File: config.mk
export PLATFORM = sky130hd
export DESIGN_NAME = oam_dma_controller
export DESIGN_NICKNAME = d
export VERILOG_FILES = /design/src/rtl/oam_dma_controller.sv
export SDC_FILE = /design/constraint.sdc
export NUM_CORES = 1
export LEC_CHECK = 0
export CORE_MARGIN = 4
export CORE_UTILIZATION = 35
export CTS_CLUSTER_SIZE = 30
export DETAILED_ROUTE_END_ITERATION = 10
export GPL_TIMING_DRIVEN = 0
export HOLD_SLACK_MARGIN = 0.06
export PLACE_DENSITY = 0.75
export RECOVER_POWER = 50
export SYNTH_ARGS = -nofsm -noshare
export SYNTH_HDL_FRONTEND = slang
export SYNTH_SLANG_ARGS = --single-unit
File: constraint.sdc
create_clock -name dma_clk_in -period 1.5 [get_ports dma_clk_in]
set_input_delay 0.225 -clock dma_clk_in [delete_from_list [all_inputs] [get_ports dma_clk_in]]
set_output_delay 0.225 -clock dma_clk_in [all_outputs]
set_load 0.01 [all_outputs]
File: src/rtl/oam_dma_controller.sv
`default_nettype none
// ============================================================================
// Module   : oam_dma_controller
// Brief    : NES sprite DMA ($4014) sequencer. Halts the CPU and copies one RAM
//            page to the OAM data port. Optional macro: OAM_DMA_DEBUG_EN.
// Revision : 1.0 - initial release
// ============================================================================
module oam_dma_controller #(
    parameter logic [15:0] DMA_REG_ADDR  = 16'h4014,
    parameter logic [15:0] OAM_DATA_ADDR = 16'h2004,
    parameter int          XFER_BYTES    = 256
) (
    input  logic        dma_clk_in,
    input  logic        dma_reset_in,
    input  logic        cpu_cycle_in,
    input  logic [15:0] cpu_address_in,
    input  logic [7:0]  cpu_data_in,
    input  logic        cpu_write_in,
    input  logic [7:0]  dma_data_in,
    output logic        cpu_rdy_out,
    output logic        bus_master_out,
    output logic [15:0] dma_address_out,
    output logic [7:0]  dma_data_out,
    output logic        dma_read_out,
    output logic        dma_write_out,
    output logic        busy_out,
    output logic [15:0] debug_out
);

    localparam logic [2:0] S_IDLE  = 3'd0;
    localparam logic [2:0] S_HALT  = 3'd1;
    localparam logic [2:0] S_ALIGN = 3'd2;
    localparam logic [2:0] S_READ  = 3'd3;
    localparam logic [2:0] S_WRITE = 3'd4;

    localparam logic [7:0] c_last_idx = 8'(XFER_BYTES - 1);

    logic [2:0] r_state;
    logic [2:0] w_state_next;
    logic [7:0] r_page;
    logic [7:0] r_idx;
    logic       r_parity;
    logic [7:0] r_data;
    logic       w_reg_hit;
    logic       w_trigger;

    assign w_reg_hit = cpu_cycle_in && cpu_write_in && (cpu_address_in == DMA_REG_ADDR);
    assign w_trigger = w_reg_hit && (r_state == S_IDLE);

    always_ff @(posedge dma_clk_in) begin
        if (dma_reset_in) begin
            r_state <= S_IDLE;
        end else begin
            r_state <= w_state_next;
        end
    end

    // The alignment decision looks at parity as it will be after this strobe's toggle.
    always_comb begin
        w_state_next = r_state;
        if (cpu_cycle_in) begin
            case (r_state)
                S_IDLE:  if (w_trigger) w_state_next = S_HALT;
                S_HALT:  w_state_next = (~r_parity) ? S_ALIGN : S_READ;
                S_ALIGN: w_state_next = S_READ;
                S_READ:  w_state_next = S_WRITE;
                S_WRITE: w_state_next = (r_idx == c_last_idx) ? S_IDLE : S_READ;
                default: w_state_next = S_IDLE;
            endcase
        end
    end

    always_comb begin
        cpu_rdy_out     = 1'b1;
        bus_master_out  = 1'b0;
        busy_out        = 1'b0;
        dma_address_out = 16'h0000;
        dma_read_out    = 1'b0;
        dma_write_out   = 1'b0;
        case (r_state)
            S_HALT, S_ALIGN: begin
                cpu_rdy_out = 1'b0;
                busy_out    = 1'b1;
            end
            S_READ: begin
                cpu_rdy_out     = 1'b0;
                busy_out        = 1'b1;
                bus_master_out  = 1'b1;
                dma_address_out = {r_page, r_idx};
                dma_read_out    = 1'b1;
            end
            S_WRITE: begin
                cpu_rdy_out     = 1'b0;
                busy_out        = 1'b1;
                bus_master_out  = 1'b1;
                dma_address_out = OAM_DATA_ADDR;
                dma_write_out   = 1'b1;
            end
            default: ;
        endcase
    end

    // RAM q is held while rden is low, so sampling it every WRITE clock is safe.
    always_ff @(posedge dma_clk_in) begin
        if (dma_reset_in) begin
            r_page   <= 8'h00;
            r_idx    <= 8'h00;
            r_parity <= 1'b0;
            r_data   <= 8'h00;
        end else begin
            if (cpu_cycle_in) r_parity <= ~r_parity;
            if (w_trigger) begin
                r_page <= cpu_data_in;
                r_idx  <= 8'h00;
            end else if (cpu_cycle_in && (r_state == S_WRITE) && (r_idx != c_last_idx)) begin
                r_idx <= r_idx + 8'd1;
            end
            if (r_state == S_WRITE) r_data <= dma_data_in;
        end
    end

    assign dma_data_out = r_data;

`ifdef OAM_DMA_DEBUG_EN
    logic [14:0] r_debug_lo;
    logic        r_sticky;

    always_ff @(posedge dma_clk_in) begin
        if (dma_reset_in) begin
            r_debug_lo <= 15'h0000;
            r_sticky   <= 1'b0;
        end else begin
            r_debug_lo <= {r_page[6:0], r_idx};
            if (w_reg_hit && (r_state != S_IDLE)) r_sticky <= 1'b1;
        end
    end

    assign debug_out = {r_sticky, r_debug_lo};
`else
    assign debug_out = 16'h0000;
`endif

endmodule
`default_nettype wire

==> impl_metrics.py <==
metrics = {
    "logic_synthesis": {
        "synth_top_family_by_area": "simple AND/OR/NAND/NOR gates",
        "synth_simple_gate_area_share_pct": 29.6,
        "synthTopCellsByArea": "dfxtp_1, buf_4, and3_1",
        "post-synth-top-count-cell": "dfxtp_1",
        "synth_edf_count": 0,
        "ys_types": 38,
        "synth_commonest_cells": "dfxtp_1, nand2_1, buf_4, a21oi_1, and3_1",
        "syn_inst": 191,
        "synthAdderAreaFrac_pct": 0.786,
        "ys_warn_count": 0,
        "ys_seq_area_share_pct": 35.2,
        "synth_compound_area_share_pct": 15.4,
        "syn_area_um2": 1590,
        "synth_top_area_cell": "dfxtp_1",
        "postSynth.asyncResetShare_pct": 0,
        "yosysTopAreaCellShare_pct": 35.2,
        "yosys_register_bits": 28,
        "synth_xor_area_share_pct": 4.40,
        "synthMuxAreaShare_pct": 1.26,
        "synth_ff_type": "dfxtp_1",
        "synth_area_per_cell_um2": 8.34,
    },
    "finish": {
        "syn2layout_area_growth_pct": 78.1,
        "seq_area_um2": 571,
        "fin_util_pct": 64.7,
        "nFillCells": 367,
        "stdcell_count": 344,
        "layout.nets": 331,
        "antenna_cells": 0,
        "multi_input_area_um2": 1110,
        "drive_gt1_share_pct": 41.4,
    },
    "pwr": {
        "p_int_w": 0.00104,
        "swShare_pct": 22.4,
        "switching_power_w": 0.000300,
        "seqPwrFrac_pct": 55.6,
        "p_comb_share_pct": 13.9,
        "power_density_nw_per_um2": 472,
        "vdd_ir_drop_max_mv": 0.243,
        "leakage_nw": 1.15,
        "total_power_w": 0.00134,
        "power.share.clock_pct": 30.4,
    },
    "route": {
        "first_pass_iters": 4,
        "num_vias": 1695,
        "drc": 0,
        "first_iter_violations": 76,
        "vias_per_cell": 4.93,
        "drtAntennaViolNets": 0,
        "wl_per_cell_um": 14.9,
        "wl_um": 5130,
    },
    "worst_hold_path": {
        "hold_depth": 3,
        "min_from": "cpu_cycle_in",
        "min_to": "r_parity",
        "min_path_type": "in2reg",
    },
    "floorplanning": {
        "rows": 24,
        "die_width_um": 75.5,
        "dieArea_um2": 5690,
        "ios": 81,
        "die_h_um": 75.5,
        "fp.coreArea_um2": 4380,
        "initial_core_util_pct": 36.3,
    },
    "clock_tree": {
        "clk_pin_slew_ns": 0.09,
        "root_buffer": "clkbuf_8",
        "cts_buffers": 3,
        "clockBufferDepth": 2,
        "insertion_delay_ns": 0.27,
        "h-tree-depth": 1,
        "cts_tree": "yes",
        "clock_sinks": 28,
        "cts_hold_buf": 0,
    },
    "sta": {
        "fin_crit_sh_pct": 108,
        "timing.final.ws_setup_ns": -0.125,
        "worstMarginPinSlew_ns": 0.567,
        "relSlewSlack_pct": 62.2,
        "rsz0062_at_grt": "yes",
        "fin_skew_ns": 0.00384,
        "hold_viol": 0,
        "period_minus_slack_ns": 1.63,
        "setup-violations-final": 21,
        "fmax_mhz": 615,
        "hold_ws_ns": 0.269,
        "maxSlewViolCount": 0,
    },
    "global_route": {
        "grt_max_degree": 15,
        "antenna_found_initial": 0,
        "grt-ovfl-total": 0,
        "grt_pass1_wl_um": 7630,
        "grt_use_total_pct": 17.1,
        "grt_pass1_vias": 1646,
    },
    "setup_path": {
        "path_cells": "nor2b_4 -> and2_4 -> nand2_2 -> nand2_1 -> buf_2",
        "cp_slowest_stage_delay_ns": 0.38,
        "r2r_end": "r_idx[5]",
        "required_ns": 1.27,
        "r2r-start": "r_idx[1]",
        "rrSetupSlack_ns": 0,
        "end_kind": "output port",
        "worstSetupPathType": "reg2out",
        "cp_slowest_cell": "dfxtp_4",
        "cp_num_buf_inv": 1,
        "path_delay_family": "simple AND/OR/NAND/NOR gates",
        "r2r_cells": 6,
        "crit_path_start_kind": "flip-flop",
        "crit_fanout": 6,
        "crit_arrival_ns": 1.40,
    },
    "placed_design": {
        "dp_cells": 320,
        "gp_congestion": 0.782,
        "post-dp-hpwl_um": 3260,
        "port_buffers": 62,
    },
    "status": {
        "status": "finished with violations",
        "violations": "negative setup slack",
    },
    "run": {
        "cap_violations": 0,
    },
}
[timing repair]
| action | 4_1_cts | 5_1_grt |
|---|---|---|
| gates cloned | 1 | 1 |
| endpoints found under the setup margin | 37 | 37 |
| resized for setup | 140 | 35 |
| hold endpoints to repair | 0 | 0 |
| pin swaps | 17 | 25 |
| setup buffers | 16 | 7 |
[power groups by stage]
| stage | Combinational, W | Clock, W | Sequential (W) |
|---|---|---|---|
| 2_1_floorplan | 0.0000793 | 0 | 0.000764 |
| 3_3_place_gp | 0.000171 | 0 | 0.000765 |
| 3_5_place_dp | 0.000174 | 0 | 0.000765 |
| 4_1_cts | 0.000180 | 0.000416 | 0.000745 |
| 5_1_grt | 0.000199 | 0.000456 | 0.000746 |
| 6_report | 0.000187 | 0.000408 | 0.000745 |
[metrics by stage]
step / cell area [µm²] / setup slack, ns / setup TNS (ns)
after global routing: 2840 / -0.205 / -3.15
after detailed placement: 2340 / -0.661 / -16.43
final: 2840 / -0.125 / -1.55
after CTS: 2650 / -0.0981 / -1.17
after floorplan: 1660 / 0.00385 / 0
after global placement: 2340 / -0.655 / -16.05
[placed cells by master (no fill, tap or decap), drive strengths merged, types with 3 or more instances in the layout]
cell type and instances:
nand2 25, dfxtp 28, conb 16, nor4 3, and3 17, nand3 11, a21oi 17, nor2 4
nor3 9, xor2 3, buf 65, o21ai 11, xnor2 5, clkdlybuf4s50 39, a2111oi 3, clkbuf 9
nand4 3
[final cells by class]
cell class                 count  area share, %
inverter                       2          0.441
buffer                        25           7.10
clock buffer                   3           1.46
timing repair buffer          87           29.3
multi-input combinational    147           39.3
tap                           52           2.29
sequential                    28           20.1
[worst register-to-register path, stage by stage (launching register included)]
cell and delay [ns]:
dfxtp_2 0.34, ha_4 0.17, and3_4 0.18, buf_4 0.15, a2111oi_4 0.31, xnor2_1 0.18
nor3_2 0.05
[routing by layer]
metal	vias to the layer above	share of wire [%]	track usage (%)
met1	800	41	22.6
met3	2	6.1	2.90
met2	47	52	28.9
met4	0	0.33	4.66
li1	846	-	-
met5	-	0	0
[flip-flops by register name, summed over array words and instances (netlist names)]
register and flops:
r_idx 8, r_page 8, r_state 3, dma_data_out 8, r_parity 1
[how the worst max path moves through the flow]
stage / start / to / slack [ns] / cells past startpoint
final: r_state[0] / dma_address_out[2] / -0.13 / 5
after global routing: r_state[0] / dma_address_out[2] / -0.20 / 5
after CTS: r_state[2] / dma_address_out[15] / -0.1 / 5
after detailed placement: r_state[0] / dma_address_out[5] / -0.66 / 4
after global placement: r_state[0] / dma_address_out[8] / -0.65 / 4
after floorplan: r_idx[0] / r_idx[3] / 0.004 / 5
[cell families after synthesis]
| group | after synthesis |
|---|---|
| DFF | 28 |
| xor gates and xnor gates | 8 |
| AOI/OAI and AO/OA | 37 |
| muxes | 2 |
| buffers and inverters | 31 |
| and+or+nand+nor | 83 |
| other | 1 |
| adders and majority gates | 1 |
Power figures use the tool's default switching activity.
